<file path="config.mk">
export PLATFORM = sky130hd
export DESIGN_NAME = aes_cbc_block_packer_flat
export DESIGN_NICKNAME = d
export VERILOG_FILES = /design/src/rtl/aes_cbc_block_packer_pkg.sv /design/src/rtl/aes_cbc_block_packer_if.sv /design/src/rtl/aes_cbc_block_packer_pkcs7_pad_fill.sv /design/src/rtl/aes_cbc_block_packer.sv /design/src/flat_wrapper.sv
export SDC_FILE = /design/constraint.sdc
export NUM_CORES = 1
export LEC_CHECK = 0
export BUFFER_PORTS_ARGS = -buffer_cell sky130_fd_sc_hd__clkbuf_2
export CAP_MARGIN = 30
export CORE_MARGIN = 2
export CORE_UTILIZATION = 53
export DETAILED_ROUTE_END_ITERATION = 8
export GPL_TIMING_DRIVEN = 1
export PLACE_DENSITY_LB_ADDON = 0.25
export SYNTH_ARGS = -nofsm -noshare
export SYNTH_HDL_FRONTEND = slang
export SYNTH_SLANG_ARGS = --single-unit
</file>
<file path="constraint.sdc">
create_clock -name clk -period 4.5 [get_ports clk]
set_clock_uncertainty 0.2 [all_clocks]
set_input_delay 0 -clock clk [delete_from_list [all_inputs] [get_ports clk]]
set_output_delay 0 -clock clk [all_outputs]
set_load 0.005 [all_outputs]
</file>
<file path="src/rtl/aes_cbc_block_packer_pkg.sv">
// Shared widths, FSM encoding and keep-decoding helpers for the AES-CBC block packer.
package aes_cbc_pkg;

    localparam int AES_BLK_W     = 128;
    localparam int WORD_W        = 32;
    localparam int BYTES_PER_BLK = 16;

    typedef enum logic [1:0] {
        FILL = 2'd0,
        OUT  = 2'd1,
        PAD  = 2'd2
    } state_t;

    function automatic logic [2:0] keep_bytes(input logic [3:0] keep);
        return 3'(keep[0]) + 3'(keep[1]) + 3'(keep[2]) + 3'(keep[3]);
    endfunction

    // Bytes must be contiguous from the earliest lane ([31:24]).
    function automatic logic keep_legal(input logic [3:0] keep);
        return (keep == 4'b1111) || (keep == 4'b1110) || (keep == 4'b1100) ||
               (keep == 4'b1000) || (keep == 4'b0000);
    endfunction

endpackage

</file>
<file path="src/rtl/aes_cbc_block_packer_if.sv">
// Word-in / block-out handshake bundle; master feeds words and consumes blocks.
interface aes_cbc_block_packer_if;
    import aes_cbc_pkg::*;

    logic [WORD_W-1:0]    in_data;
    logic [3:0]           in_keep;
    logic                 in_last;
    logic                 in_valid;
    logic                 in_ready;
    logic [AES_BLK_W-1:0] blk_data;
    logic                 blk_last;
    logic                 blk_valid;
    logic                 blk_ready;

    modport master (
        output in_data, in_keep, in_last, in_valid, blk_ready,
        input  in_ready, blk_data, blk_last, blk_valid
    );

    modport slave (
        input  in_data, in_keep, in_last, in_valid, blk_ready,
        output in_ready, blk_data, blk_last, blk_valid
    );

endinterface

</file>
<file path="src/rtl/aes_cbc_block_packer_pkcs7_pad_fill.sv">
// Fills bytes bcnt..15 of a partial block with the PKCS#7 pad value (or zero when padding is off).
// Purely combinational; a full block (bcnt=16) passes through unchanged.
module pkcs7_pad_fill
    import aes_cbc_pkg::*;
(
    input  logic [AES_BLK_W-1:0] blk_in,
    input  logic [4:0]           bcnt,
    input  logic                 pad_en,
    output logic [AES_BLK_W-1:0] blk_out
);

    logic [7:0] pad_byte;

    always_comb begin
        pad_byte = pad_en ? (8'd16 - {3'b000, bcnt}) : 8'h00;
        blk_out  = blk_in;
        for (int i = 0; i < BYTES_PER_BLK; i++) begin
            if (5'(i) >= bcnt) begin
                blk_out[AES_BLK_W-1-8*i -: 8] = pad_byte;
            end
        end
    end

endmodule

</file>
<file path="src/rtl/aes_cbc_block_packer.sv">
// Packs a 32-bit word stream into 128-bit AES plaintext blocks with optional PKCS#7 padding.
// Latency: block valid right after the edge accepting its completing word; at most one block per 5 cycles.
// Backpressure: no words accepted while a block is held; block register stable until blk_valid & blk_ready.
module aes_cbc_block_packer
    import aes_cbc_pkg::*;
#(
    parameter int CNT_W = 16
) (
    input  logic                   clk,
    input  logic                   reset_n,
    input  logic                   clear,
    input  logic                   pad_en,
    aes_cbc_block_packer_if.slave  bus,
    output logic [CNT_W-1:0]       blk_count,
    output logic                   err_keep
);

    state_t               state_q, state_d;
    logic [1:0]           widx_q;
    logic [4:0]           bcnt_q;
    logic                 pad_pending_q;
    logic                 pad_lat_q;
    logic                 msg_active_q;
    logic [AES_BLK_W-1:0] part_q;
    logic [AES_BLK_W-1:0] blk_data_q;
    logic                 blk_last_q;

    logic                 in_ready;
    logic                 blk_valid;
    logic                 accept;
    logic                 blk_hs;
    logic                 pad_eff;
    logic [3:0]           keep_eff;
    logic                 keep_err;
    logic [WORD_W-1:0]    word_m;
    logic [AES_BLK_W-1:0] part_nxt;
    logic [4:0]           bcnt_nxt;
    logic                 blk_done;
    logic                 more_pad;
    logic [AES_BLK_W-1:0] final_blk;

    assign accept  = bus.in_valid & in_ready;
    assign blk_hs  = blk_valid & bus.blk_ready;
    // pad_en is only honoured on the first word; later words use the latched copy.
    assign pad_eff = msg_active_q ? pad_lat_q : pad_en;

    always_comb begin
        keep_eff = 4'hF;
        keep_err = 1'b0;
        if (bus.in_last) begin
            keep_err = !keep_legal(bus.in_keep);
            keep_eff = keep_err ? 4'hF : bus.in_keep;
        end else begin
            keep_err = (bus.in_keep != 4'hF);
        end
        for (int b = 0; b < 4; b++) begin
            word_m[8*b +: 8] = keep_eff[b] ? bus.in_data[8*b +: 8] : 8'h00;
        end
        part_nxt = part_q;
        case (widx_q)
            2'd0:    part_nxt[127:96] = word_m;
            2'd1:    part_nxt[95:64]  = word_m;
            2'd2:    part_nxt[63:32]  = word_m;
            default: part_nxt[31:0]   = word_m;
        endcase
        bcnt_nxt = bcnt_q + {2'b00, keep_bytes(keep_eff)};
        blk_done = accept && (bus.in_last || (widx_q == 2'd3));
        more_pad = bus.in_last && pad_eff && (bcnt_nxt == 5'd16);
    end

    pkcs7_pad_fill u_pad_fill (
        .blk_in  (part_nxt),
        .bcnt    (bcnt_nxt),
        .pad_en  (pad_eff),
        .blk_out (final_blk)
    );

    always_ff @(posedge clk or negedge reset_n) begin
        if (!reset_n) state_q <= FILL;
        else          state_q <= state_d;
    end

    always_comb begin
        state_d   = state_q;
        in_ready  = 1'b0;
        blk_valid = 1'b0;
        case (state_q)
            FILL: begin
                in_ready = 1'b1;
                if (blk_done) state_d = OUT;
            end
            OUT: begin
                blk_valid = 1'b1;
                if (blk_hs) state_d = pad_pending_q ? PAD : FILL;
            end
            PAD: begin
                blk_valid = 1'b1;
                if (blk_hs) state_d = FILL;
            end
            default: state_d = FILL;
        endcase
        if (clear) state_d = FILL;
    end

    always_ff @(posedge clk or negedge reset_n) begin
        if (!reset_n) begin
            widx_q        <= '0;
            bcnt_q        <= '0;
            pad_pending_q <= 1'b0;
            pad_lat_q     <= 1'b0;
            msg_active_q  <= 1'b0;
            part_q        <= '0;
            blk_data_q    <= '0;
            blk_last_q    <= 1'b0;
            blk_count     <= '0;
            err_keep      <= 1'b0;
        end else if (clear) begin
            widx_q        <= '0;
            bcnt_q        <= '0;
            pad_pending_q <= 1'b0;
            pad_lat_q     <= 1'b0;
            msg_active_q  <= 1'b0;
            part_q        <= '0;
            blk_data_q    <= '0;
            blk_last_q    <= 1'b0;
            blk_count     <= '0;
            err_keep      <= 1'b0;
        end else begin
            if (accept) begin
                err_keep     <= err_keep | keep_err;
                msg_active_q <= !bus.in_last;
                if (!msg_active_q) pad_lat_q <= pad_en;
                if (blk_done) begin
                    blk_data_q    <= bus.in_last ? final_blk : part_nxt;
                    blk_last_q    <= bus.in_last && !more_pad;
                    pad_pending_q <= more_pad;
                    part_q        <= '0;
                    widx_q        <= '0;
                    bcnt_q        <= '0;
                end else begin
                    part_q <= part_nxt;
                    widx_q <= widx_q + 2'd1;
                    bcnt_q <= bcnt_nxt;
                end
            end
            if (blk_hs) begin
                blk_count <= blk_count + CNT_W'(1);
                // A full final block under padding is followed by a whole pad block.
                if (state_q == OUT && pad_pending_q) begin
                    blk_data_q    <= {BYTES_PER_BLK{8'h10}};
                    blk_last_q    <= 1'b1;
                    pad_pending_q <= 1'b0;
                end
            end
        end
    end

    assign bus.in_ready  = in_ready;
    assign bus.blk_valid = blk_valid;
    assign bus.blk_data  = blk_data_q;
    assign bus.blk_last  = blk_last_q;

endmodule

</file>
<file path="src/flat_wrapper.sv">
// flat-port wrapper written by rule: the top's interface ports become plain ports
module aes_cbc_block_packer_flat import aes_cbc_pkg::*;
#(
    parameter int CNT_W = 16
)
  (clk, reset_n, clear, pad_en, blk_count, err_keep, bus_in_data, bus_in_keep, bus_in_last, bus_in_valid, bus_blk_ready, bus_in_ready, bus_blk_data, bus_blk_last, bus_blk_valid);
  aes_cbc_block_packer_if bus_i ();
  input  logic clk;
  input  logic reset_n;
  input  logic clear;
  input  logic pad_en;
  output logic [CNT_W-1:0] blk_count;
  output logic err_keep;
  input wire logic [$bits(bus_i.in_data)-1:0] bus_in_data;
  input wire logic [$bits(bus_i.in_keep)-1:0] bus_in_keep;
  input wire logic [$bits(bus_i.in_last)-1:0] bus_in_last;
  input wire logic [$bits(bus_i.in_valid)-1:0] bus_in_valid;
  input wire logic [$bits(bus_i.blk_ready)-1:0] bus_blk_ready;
  output wire logic [$bits(bus_i.in_ready)-1:0] bus_in_ready;
  output wire logic [$bits(bus_i.blk_data)-1:0] bus_blk_data;
  output wire logic [$bits(bus_i.blk_last)-1:0] bus_blk_last;
  output wire logic [$bits(bus_i.blk_valid)-1:0] bus_blk_valid;
  assign bus_i.in_data = bus_in_data;
  assign bus_i.in_keep = bus_in_keep;
  assign bus_i.in_last = bus_in_last;
  assign bus_i.in_valid = bus_in_valid;
  assign bus_i.blk_ready = bus_blk_ready;
  assign bus_in_ready = bus_i.in_ready;
  assign bus_blk_data = bus_i.blk_data;
  assign bus_blk_last = bus_i.blk_last;
  assign bus_blk_valid = bus_i.blk_valid;
  aes_cbc_block_packer #(.CNT_W(CNT_W)) u_core (.clk(clk), .reset_n(reset_n), .clear(clear), .pad_en(pad_en), .bus(bus_i), .blk_count(blk_count), .err_keep(err_keep));
endmodule
</file>
==> qor.yml <==
drive_gt1_frac: 0.2138
start_util: 0.5397
cp_max_fo: 11
max_freq_ghz: 0.2330
yosys.area.top_type: "dfrtp_1"
setup_viol: 0
powerDensity_nw_per_um2: 366.5
place_area_um2: 15480
start_kind: "input port"
cts.path.max_buffers: 3
syn_inst: 1461
synth-edff-count: 0
slew-limit-headroom: 0.2952
ios: 191
syn_to_final_growth_pct: 21.15
rsz0062_at_grt: "false"
slew_violations: 0
fp.dieW_um: 166.7
hold_violations: 25
critical_path_class: "in -> reg"
diodes: 0
core_area_um2: 25980
synth_top_area_share: 0.5103
violations: "negative hold slack"
maxCapViolCount: 0
yosys_warnings: 0
post_drt_wl_per_cell_um: 22.34
hpwl_um: 30310
tightest_slew_ps: 1046
holdWs_ps: -69.39
post-route-period-util: 0.9539
grtUsageTotal: 0.3213
drc_errors: 0
grt_pass1_wl_um: 69980
hold_path_class: "in -> async"
fin_area_um2: 16990
post_cts_buffers: 0
syn_area_um2: 14020
num-fill-cells: 2128
fin_crit_ps: 4292
drtAntennaViolNets: 0
grt_pass1_vias: 12030
ys_async_sr_fraction: 1.000
finalNonFillerCells: 2033
grt_max_degree: 135
leakage_nw: 7.844
run_status: "complete, but fails checks"
fin_util: 0.6539
ys_seq_area_frac: 0.5103
required_ps: 4750
placementRows: 59
gp_congestion: 0.9906
clk_latency_ps: 570
htree_num_levels: 1
dieArea_um2: 27780
arrival_ps: 4540
num_vias: 12630
antenna_found_initial: 0
synth.avg_cell_area_um2: 9.599
vias_per_cell: 6.212
cts_tree: "built"
cts-root-buf: "clkbuf_16"
nets: 1741
ys_seq_elements: 286
drt_iter0_markers: 1606
netlist_top_cells_area: "dfrtp_1 51%, nand2_1 5.8%, o21ai_0 5.0%, mux2i_1 4.9%, mux2_2 3.1%"
die_h_um: 166.7
syn-num-nets: 1524
dr.pass1.iters: 5
path_clk_slew_ps: 60
synth_top_flop_cell: "dfrtp_1"
finalWirelength_um: 45410
io_buffer_count: 190
placed_cells: 1936
rr_worst_depth: 9
numCtsBuffers: 31
ys_types: 68
vdd_drop_max_mv: 0.3315
grt.overflow.total: 0
cts_num_sinks: 286
cp-end-kind: "flop"
==> layout by cell type (no fill, tap or decap), drive strengths merged, types with 45 or more instances in the layout <==
cell | netlist | routed
dfrtp | 286 | 286
clkbuf | 80 | 235
nand2 | 215 | 215
o21ai | 147 | 147
nor2 | 90 | 90
a21oi | 81 | 81
nand3 | 74 | 74
mux2i | 68 | 68
buf | 24 | 55
or3 | 45 | 45
==> cells by family after synthesis <==
kind of cell               after synthesis  share of synthesized area
and+or+nand+nor                        522                     0.1735
AOI/OAI and AO/OA                      379                     0.1704
DFF                                    286                     0.5103
buffers and inverters                  130                    0.03622
muxes                                  108                    0.08065
adders and majority gates               20                    0.01891
xor gates and xnor gates                16                   0.009992
==> per-layer routing <==
metal | GRT usage | wire length [um] | up-vias
li1 | - | - | 5633
met1 | 0.4729 | 19630 | 6248
met2 | 0.4887 | 20290 | 662
met3 | 0.05917 | 4089 | 85
met4 | 0.09595 | 1403 | 0
met5 | 0 | 0 | -
==> critical path, stage by stage <==
cell and delay [ps]:
dlygate4sd3_1 530, clkbuf_2 120, or4b_1 530, inv_2 130
nand2b_4 60, inv_1 60, fa_1 410, inv_1 70
ha_1 180, inv_1 70, fa_1 550, inv_1 90
ha_1 180, or3b_2 530, nand2_1 170, a21oi_2 180
a221oi_1 480, buf_4 180, nor2_1 30
==> area by class of cell <==
cell class | instances | area (um^2) | share of cell area
Sequential cell | 286 | 7157 | 0.4212
Clock buffer | 46 | 942.2 | 0.05545
Timing Repair Buffer | 288 | 1832 | 0.1078
Inverter | 26 | 97.59 | 0.005744
Clock inverter | 7 | 110.1 | 0.006480
Tap cell | 335 | 419.2 | 0.02467
Multi-Input combinational cell | 1045 | 6434 | 0.3786
==> Yosys cell counts (10+ instances only) <==
master and count:
clkbuf_1 80, or3_1 45, o211ai_1 15, nor3_1 13, o22ai_1 13, buf_2 10, buf_1 13, dfrtp_1 286
a22o_1 26, inv_1 25, a21oi_1 79, nand2_1 215, ha_1 18, nor2b_1 16, nor2_1 86, nand3_1 74
mux2i_1 68, and2_1 31, mux2_2 39, o21ai_0 140, xor2_1 12, a31oi_1 17, o31a_1 12
==> final timing paths <==
kind                                    from  slack, ps                       end
max                           bus_in_keep[2]        210    u_core.bus.blk_data[3]
min                                  reset_n        -70  u_core.bus.blk_data[101]
max reg2reg                u_core.state_q[1]       1170          u_core.part_q[9]
min reg2reg                u_core.part_q[65]        270         u_core.part_q[65]
max in group asynchronous            reset_n       2990   u_core.bus.blk_data[31]
min in group clk              bus_in_keep[1]         20         u_core.part_q[55]
==> state kept, by name, indices dropped and copies added, names as in the netlist <==
name,cells
u_core.part_q,128
u_core.state_q,2
u_core.bcnt_q,5
u_core.msg_active_q,1
u_core.pad_lat_q,1
u_core.bus.blk_last,1
u_core.blk_count,16
u_core.pad_pending_q,1
u_core.widx_q,2
u_core.err_keep,1
u_core.bus.blk_data,128
==> timing repair <==
| action | 4_1_cts | 5_1_grt |
|---|---|---|
| endpoints found under the hold margin | 351 | 0 |
| setup endpoints to repair | 0 | 9 |
| hold buffers | 44 | 0 |
| gates resized for setup | 0 | 8 |
==> stage by stage <==
| step | total power [mW] | setup TNS, ps | worst slack (ps) |
|---|---|---|---|
| global placement | 3.581 | 0 | 69.35 |
| CTS | 6.222 | 0 | 3.936 |
| finish | 6.227 | 0 | 207.5 |
| floorplan | 3.187 | 0 | 262.9 |
| detailed placement | 3.586 | -36.15 | -36.15 |
| global route | 6.418 | 0 | 9.261 |
==> power by group <==
part | total, mW | switching [mW] | internal [mW] | leakage [nW]
combinational | 0.904 | 0.610 | 0.294 | 3.36
clock | 2.63 | 1.03 | 1.60 | 0.524
sequential | 2.69 | 0.0515 | 2.64 | 3.96
Note: power is estimated with default switching activity, not from simulation.
